## src/rtl/num_display_7seg.sv

```systemverilog
// num_display_7seg: 8-bit value to decimal via serial double dabble, shown on a 4-digit
// common-anode seven-segment display with time-multiplexed digit scan.
module num_display_7seg #(
    parameter int REFRESH_DIV = 100_000,
    parameter bit LZ_BLANK    = 1'b1
) (
    input  logic        clk,
    input  logic        rst_n,
    input  logic [7:0]  num,
    output logic [11:0] bcd,
    output logic        bcd_vld,
    output logic        busy,
    output logic [6:0]  seg,
    output logic [3:0]  an,
    output logic        dp
);
    localparam int RW = $clog2(REFRESH_DIV);

    typedef enum logic [1:0] {IDLE, LOAD, SHIFT, DONE} state_t;

    state_t        state, state_nx;
    logic [19:0]   sh, adj, sh_nx;
    logic [2:0]    cnt;
    logic [7:0]    num_q;
    logic          pending;
    logic [RW-1:0] rcnt;
    logic [1:0]    idx;
    logic          wrap, blank_h, blank_t, lit;
    logic [3:0]    digit, an_nx;
    logic [6:0]    seg_nx;

    function automatic logic [6:0] seg_code(input logic [3:0] d);
        case (d)
            4'd0:    seg_code = 7'b1000000;
            4'd1:    seg_code = 7'b1111001;
            4'd2:    seg_code = 7'b0100100;
            4'd3:    seg_code = 7'b0110000;
            4'd4:    seg_code = 7'b0011001;
            4'd5:    seg_code = 7'b0010010;
            4'd6:    seg_code = 7'b0000010;
            4'd7:    seg_code = 7'b1111000;
            4'd8:    seg_code = 7'b0000000;
            4'd9:    seg_code = 7'b0010000;
            default: seg_code = 7'h7F;
        endcase
    endfunction

    always_comb begin
        adj = sh;
        for (int i = 0; i < 3; i++)
            if (sh[8+4*i +: 4] >= 4'd5) adj[8+4*i +: 4] = sh[8+4*i +: 4] + 4'd3;
        sh_nx = adj << 1;
    end

    always_comb begin
        state_nx = state;
        case (state)
            IDLE:    state_nx = pending ? LOAD : IDLE;
            LOAD:    state_nx = SHIFT;
            SHIFT:   state_nx = (cnt == 3'd7) ? DONE : SHIFT;
            default: state_nx = IDLE;
        endcase
    end

    // The last shift writes bcd directly so the result lands on the same edge as DONE entry.
    always_ff @(posedge clk or negedge rst_n) begin
        if (!rst_n) begin
            state   <= IDLE;
            sh      <= '0;
            cnt     <= '0;
            num_q   <= '0;
            pending <= 1'b1;
            bcd     <= '0;
            bcd_vld <= 1'b0;
            busy    <= 1'b0;
        end else begin
            state   <= state_nx;
            num_q   <= num;
            pending <= (num != num_q) | (pending & (state != IDLE));
            busy    <= (state_nx == LOAD) | (state_nx == SHIFT);
            bcd_vld <= (state == SHIFT) & (cnt == 3'd7);
            if (state == LOAD) begin
                sh  <= {12'd0, num};
                cnt <= '0;
            end
            if (state == SHIFT) begin
                sh  <= sh_nx;
                cnt <= cnt + 3'd1;
                if (cnt == 3'd7) bcd <= sh_nx[19:8];
            end
        end
    end

    always_comb begin
        wrap    = rcnt == RW'(REFRESH_DIV - 1);
        blank_h = LZ_BLANK && bcd[11:8] == 4'd0;
        blank_t = blank_h && bcd[7:4] == 4'd0;
        digit   = idx == 2'd0 ? bcd[3:0] : idx == 2'd1 ? bcd[7:4] : bcd[11:8];
        lit     = (idx == 2'd0) | (idx == 2'd1 & !blank_t) | (idx == 2'd2 & !blank_h);
        an_nx   = lit ? ~(4'b0001 << idx) : 4'hF;
        seg_nx  = lit ? seg_code(digit) : 7'h7F;
    end

    always_ff @(posedge clk or negedge rst_n) begin
        if (!rst_n) begin
            rcnt <= '0;
            idx  <= '0;
            seg  <= 7'h7F;
            an   <= 4'hF;
        end else begin
            rcnt <= wrap ? '0 : rcnt + RW'(1);
            idx  <= wrap ? idx + 2'd1 : idx;
            seg  <= seg_nx;
            an   <= an_nx;
        end
    end

    assign dp = 1'b1;
endmodule
```

## config.mk

```make
export PLATFORM = sky130hd
export DESIGN_NAME = num_display_7seg
export DESIGN_NICKNAME = d
export VERILOG_FILES = /design/src/rtl/num_display_7seg.sv
export SDC_FILE = /design/constraint.sdc
export NUM_CORES = 1
export LEC_CHECK = 0
export BUFFER_PORTS_ARGS = -buffer_cell sky130_fd_sc_hd__buf_2
export CAP_MARGIN = 20
export CORE_MARGIN = 3
export CORE_UTILIZATION = 60
export DETAILED_ROUTE_END_ITERATION = 12
export PLACE_DENSITY_LB_ADDON = 0.15
export SETUP_SLACK_MARGIN = 0.02
export SYNTH_ARGS = -nofsm -noshare
export SYNTH_HDL_FRONTEND = slang
export SYNTH_SLANG_ARGS = --single-unit
```

## constraint.sdc

```tcl
create_clock -name clk -period 4.5 [get_ports clk]
set_input_delay 0.225 -clock clk [delete_from_list [all_inputs] [get_ports clk]]
set_output_delay 0.225 -clock clk [all_outputs]
set_load 0.005 [all_outputs]
```

==> Word-level counts from Yosys, hierarchy flattened <==
Memories as Yosys holds them, arrays and structs flattened.
Index checks and enable logic that the tools add are counted.
{ "classes": {"addsub": 6, "mul": 0, "div": 0, "magnitude_cmp": 3, "n_eq_ne": 9, "n_shift": 1, "mux": 15, "bitwise_logic": 9, "reduce_logical": 10} }
{ "op_table": {"columns": ["cell", "count"], "rows": [
  ["$mux 20", 2],
  ["$mux 4", 5],
  ["$add 17x1->17 const B", 1],
  ["$eq 17x17->1 const B", 1],
  ["$mux 17", 1],
  ["$ge 4x3->1 const B", 3],
  ["$mux 3", 3],
  ["$add 4x2->4 const B", 2],
  ["$logic_not 4->1", 2],
  ["$ne 8x8->1", 1],
  ["$mux 7", 1],
  ["$eq 2x1->1 const B", 3],
  ["$eq 2x2->1 const B", 3],
  ["$pmux 2 s3", 1],
  ["$and 1x1->1", 4],
  ["$logic_not 2->1", 2],
  ["$not 4->4", 1],
  ["$or 1x1->1", 4],
  ["$reduce_bool 2->1", 2],
  ["$shl 1x2->4 const A", 1],
  ["$add 3x1->3 const B", 1],
  ["$add 3x2->3 const B", 1],
  ["$eq 3x3->1 const B", 1],
  ["$add 2x1->2 const B", 1],
  ["other kinds (4)", 6]
]} }
{ "word_totals": {"regBits": 78, "latch_bits": 0, "mem_bits_rw": 0, "mem_bits_ro": 112, "in_bits": 10, "mem_count": 1} }
{ "memory_table": {"columns": ["name", "words", "word_bits", "rd", "rd_clocked_by_memory_dff", "write_ports", "line", "source"], "rows": [
  ["(name not given)", 16, 7, 1, 0, 0, "33", "case (d)"]
]} }

==> Depth between registers and ports, before layout <==
{ "depth": {"depth_word": 7, "mapped_depth": 9, "ltp_nobuf": 8} }

==> Least setup slack after synthesis <==
Ideal clock, no wire load.
{ "synth_timing": {"kind": "reg2reg", "startpoint": "register idx[1]", "endpoint": "register seg[3]", "setup_time_ps": 65, "arrival_ps": 1703, "t_required_ps": 4435, "slack_ps": 2732, "path_stages_with_launch": 8, "n_path_buf": 1, "path_cell_list": "dfrtp_1 > inv_1 > ha_1 > buf_2 > mux2i_1 > o21ai_1 > or4_1 > nand3b_1"} }
{ "synth_between": {"elab_chain_cells": 5, "word_cells_on_any_way": 11} }
{ "synth_rtl": {"columns": ["element", "line", "source"], "rows": [
  ["from (decl)", "27", "logic [1:0] idx;"],
  ["from (signal assigned)", "112", "idx <= wrap ? idx + 2'd1 : idx;"],
  ["$eq 2x1->1", "98, 99", null],
  ["$mux 4 / $and 1x1->1 (equally long branches)", "98, 99", null],
  ["$mux 4 / $or 1x1->1 (equally long branches)", "98, 99", null],
  ["$mem_v2 16x7 / $or 1x1->1 (equally long branches)", null, null],
  ["$mux 7 (*)", "101", "seg_nx = lit ? seg_code(digit) : 7'h7F;"],
  ["net seg_nx[3]", "30", "logic [6:0] seg_nx;"],
  ["to (signal assigned)", "113", "seg <= seg_nx;"],
  ["to (decl)", "13", "output logic [6:0] seg,"]
]} }
The timed path passes the listed nets; every way through them passes the cells marked *.
A chain may end at the register's enable or synchronous reset.

==> Worst setup path in the final report <==
{ "layout_timing": {"startpoint": "register rcnt[0]", "endpoint": "register idx[1]"} }
{ "layout_between": {"elab_chain_cells": 1} }
{ "layout_rtl": {"columns": ["element", "line", "source"], "rows": [
  ["from (decl)", "26", "logic [RW-1:0] rcnt;"],
  ["from (signal assigned)", "111", "rcnt <= wrap ? '0 : rcnt + RW'(1);"],
  ["$eq 17x17->1", "95", "wrap = rcnt == RW'(REFRESH_DIV - 1);"]
]} }
No other way between the ends.

==> results.sh <==
export IMPL_synthesis_area_um2=3670
export IMPL_clock_latency_ns=0.35
export IMPL_synth_top_family_by_area="simple AND/OR/NAND/NOR gates"
export IMPL_tritoncts="yes"
export IMPL_top_level_ports=36
export IMPL_synth_compound_area_share_pct=11.2
export IMPL_antenna_cells=0
export IMPL_overflow=0
export IMPL_final_setup_viol_count=0
export IMPL_outcome="completed"
export IMPL_ys_async_sr_fraction_pct=100
export IMPL_synth_fa_ha_area_share_pct=6.14
export IMPL_p_switching_w=0.000443
export IMPL_hold_class="in -> async"
export IMPL_num_vias=2509
export IMPL_r2r_slack_ns=2.37
export IMPL_hold_viol=0
export IMPL_grt_usage_pct=20.3
export IMPL_start_kind="flip-flop"
export IMPL_seq_power_share_pct=49.6
export IMPL_cp_end_kind="flip-flop"
export IMPL_ys_ff_latch=78
export IMPL_gp_congestion=0.818
export IMPL_fin_crit_ns=2.13
export IMPL_slew_violations=0
export IMPL_netlist_top_cells_area="dfrtp_1 (45%), dfstp_2 (8.6%), ha_1 (6.1%)"
export IMPL_synth_simple_area_share_pct=12.8
export IMPL_worstPathCellList="ha_1, and4_1, nand2_1, nor4_4, mux2_2"
export IMPL_ys_types=50
export IMPL_cpPeakStageDelay_ns=0.55
export IMPL_p_int_w=0.00126
export IMPL_critPathRequiredTime_ns=4.73
export IMPL_crit_family="simple AND/OR/NAND/NOR gates"
export IMPL_cts_buffers=9
export IMPL_synth_edf_count=0
export IMPL_mostFrequentLayoutCells="dfrtp_1 (66), buf_2 (33), nand2_1 (32)"
export IMPL_h_tree_depth=3
export IMPL_cts_hold_buffers=0
export IMPL_ys_flop_type="dfrtp_1"
export IMPL_drv_cap=0
export IMPL_grt_first_pass_wirelength_um=11600
export IMPL_port_buffers=34
export IMPL_dieArea_um2=7090
export IMPL_tns_ns=0
export IMPL_area_growth_syn_to_layout_pct=11.9
export IMPL_worst_pin_slew_ns=0.918
export IMPL_synth_top_area_cell="dfrtp_1"
export IMPL_clk_pin_slew_ns=0.08
export IMPL_fin_skew_ns=0.0126
export IMPL_initialDrtViolationCount=102
export IMPL_syn_mean_instance_area_um2=10.8
export IMPL_final_area_um2=4110
export IMPL_start_util_pct=64.3
export IMPL_synth_xor_area_share_pct=6.68
export IMPL_cts_setup_buffers=0
export IMPL_finalWirelength_um=6560
export IMPL_dp_hpwl_um=4610
export IMPL_cts_path_max_buffers=2
export IMPL_p_leak_nw=1.93
export IMPL_coreArea_um2=5710
export IMPL_cp_num_buf_inv=0
export IMPL_drive_gt1_share_pct=20.1
export IMPL_switching_share_pct=26.0
export IMPL_drtAntennaViolNets=0
export IMPL_rsz0062_at_grt="no"
export IMPL_ir_drop_mv=0.297
export IMPL_drc=0
export IMPL_slowest_stage="nor4_4"
export IMPL_power_density_nw_per_um2=415
export IMPL_syn_inst=340
export IMPL_die_height_um=84.2
export IMPL_relSlewSlack_pct=38.8
export IMPL_layout_commonest_cell="dfrtp_1"
export IMPL_rows=27
export IMPL_muxShareOfSynthArea_pct=5.42
export IMPL_crit_type="reg -> reg"
export IMPL_ys_warn_count=0
export IMPL_first_global_vias=2506
export IMPL_fillerInstances=416
export IMPL_yosysTopAreaCellShare_pct=45.0
export IMPL_firstDrtPassIters=4
export IMPL_cp_max_fo=11
export IMPL_die_w_um=84.2
export IMPL_critical_path_arrival_ns=2.36
export IMPL_combPwrFrac_pct=16.2
export IMPL_fmax_ghz=0.469
export IMPL_antenna_found_initial=0
export IMPL_synth_seq_area_share_pct=53.6
export IMPL_finalNetCount=402
export IMPL_clockPowerShare_pct=34.2
export IMPL_fin_crit_sh_pct=47.4
export IMPL_grt_max_degree=79
export IMPL_cts_resized=0
export IMPL_drt_wirelength_per_cell_um=14.6
export IMPL_syn_nets=368
export IMPL_clk_root_buffer_cell="clkbuf_8"
export IMPL_placedInstanceArea_um2=3880
export IMPL_avgViaCountPerCell=5.56
export IMPL_clock_sinks=78
## power groups by stage
stage	Combinational [W]	Sequential [W]	Clock, W
6_report	0.000275	0.000846	0.000583
5_1_grt	0.000311	0.000857	0.000630
4_1_cts	0.000279	0.000849	0.000600
3_5_place_dp	0.000278	0.000863	0
3_3_place_gp	0.000268	0.000857	0
2_1_floorplan	0.000154	0.000854	0
## stage by stage
step	hold slack [ns]	power (W)	cells	worst slack, ns	util, %
after floorplan	-0.0706	0.00101	340	2.73	-
after CTS	0.0119	0.00173	451	2.33	71.9
after detailed placement	0.376	0.00114	435	2.34	68.0
final	0.0158	0.00170	451	2.37	71.9
after global placement	0.372	0.00113	435	2.42	68.0
after global routing	0.0135	0.00180	451	2.11	71.9
## area by class of cell
cell class | count | area (µm²) | share of cell area [%]
inverter | 24 | 90.1 | 2.19
timing repair buffer | 35 | 180 | 4.39
tap | 72 | 90.1 | 2.19
clock buffer | 13 | 159 | 3.87
multi-input combinational | 226 | 1550 | 37.8
clock inverter | 3 | 67.6 | 1.65
sequential | 78 | 1970 | 47.9
## Yosys cell counts, types with 2 or more instances
| library cell | instances |
|---|---|
| o21a_1 | 3 |
| mux2_2 | 7 |
| nand2b_1 | 3 |
| nor2b_1 | 2 |
| mux2i_1 | 12 |
| nand4_1 | 3 |
| buf_1 | 4 |
| a22oi_1 | 2 |
| a21oi_1 | 18 |
| nand2_1 | 32 |
| ha_1 | 18 |
| clkbuf_1 | 3 |
| xnor2_1 | 16 |
| nand4b_1 | 2 |
| dfrtp_1 | 66 |
| or3b_2 | 2 |
| buf_2 | 3 |
| nor2_1 | 22 |
| and3_1 | 2 |
| xor2_1 | 12 |
| nand3_1 | 7 |
| or4_1 | 3 |
| o21ai_0 | 20 |
| dfstp_2 | 12 |
| nand3b_1 | 2 |
| inv_1 | 24 |
| a31oi_1 | 3 |
| o22ai_1 | 10 |
| nor3_1 | 6 |
## registers in the layout (all words and copies together), names as in the netlist
| name | cells |
|---|---|
| an | 4 |
| bcd | 12 |
| bcd_vld | 1 |
| busy | 1 |
| cnt | 3 |
| idx | 2 |
| num_q | 8 |
| pending | 1 |
| rcnt | 17 |
| seg | 7 |
| sh | 20 |
| state | 2 |
## per-layer routing
layer	GRT usage, %	vias up	share of wire [%]
li1	-	1240	-
met1	27.3	1195	45
met2	32.8	64	48
met3	5.00	10	5.4
met4	6.29	0	1.4
met5	0	-	0
## logic make-up after synthesis
family | count (synthesis)
xor gates and xnor gates | 28
AOI/OAI and AO/OA | 68
other | 1
adders and majority gates | 18
muxes | 19
and+or+nand+nor | 92
buffers and inverters | 36
DFF | 78
## worst paths after layout
check                                       start            endpoint  depth (start not counted)
max in group asynchronous                   rst_n   rcnt[6]$_DFF_PN0_                          1
worst max register to register  rcnt[0]$_DFF_PN0_  idx[1]$_DFFE_PN0N_                          5
worst min register to register  rcnt[4]$_DFF_PN0_   rcnt[4]$_DFF_PN0_                          1
min in group clk                           num[2]  num_q[2]$_DFF_PN0_                          1
worst max-delay path            rcnt[0]$_DFF_PN0_  idx[1]$_DFFE_PN0N_                          5
worst min-delay path                        rst_n  bcd[3]$_DFFE_PN0P_                          1
Note: power is estimated with default switching activity, not from simulation.
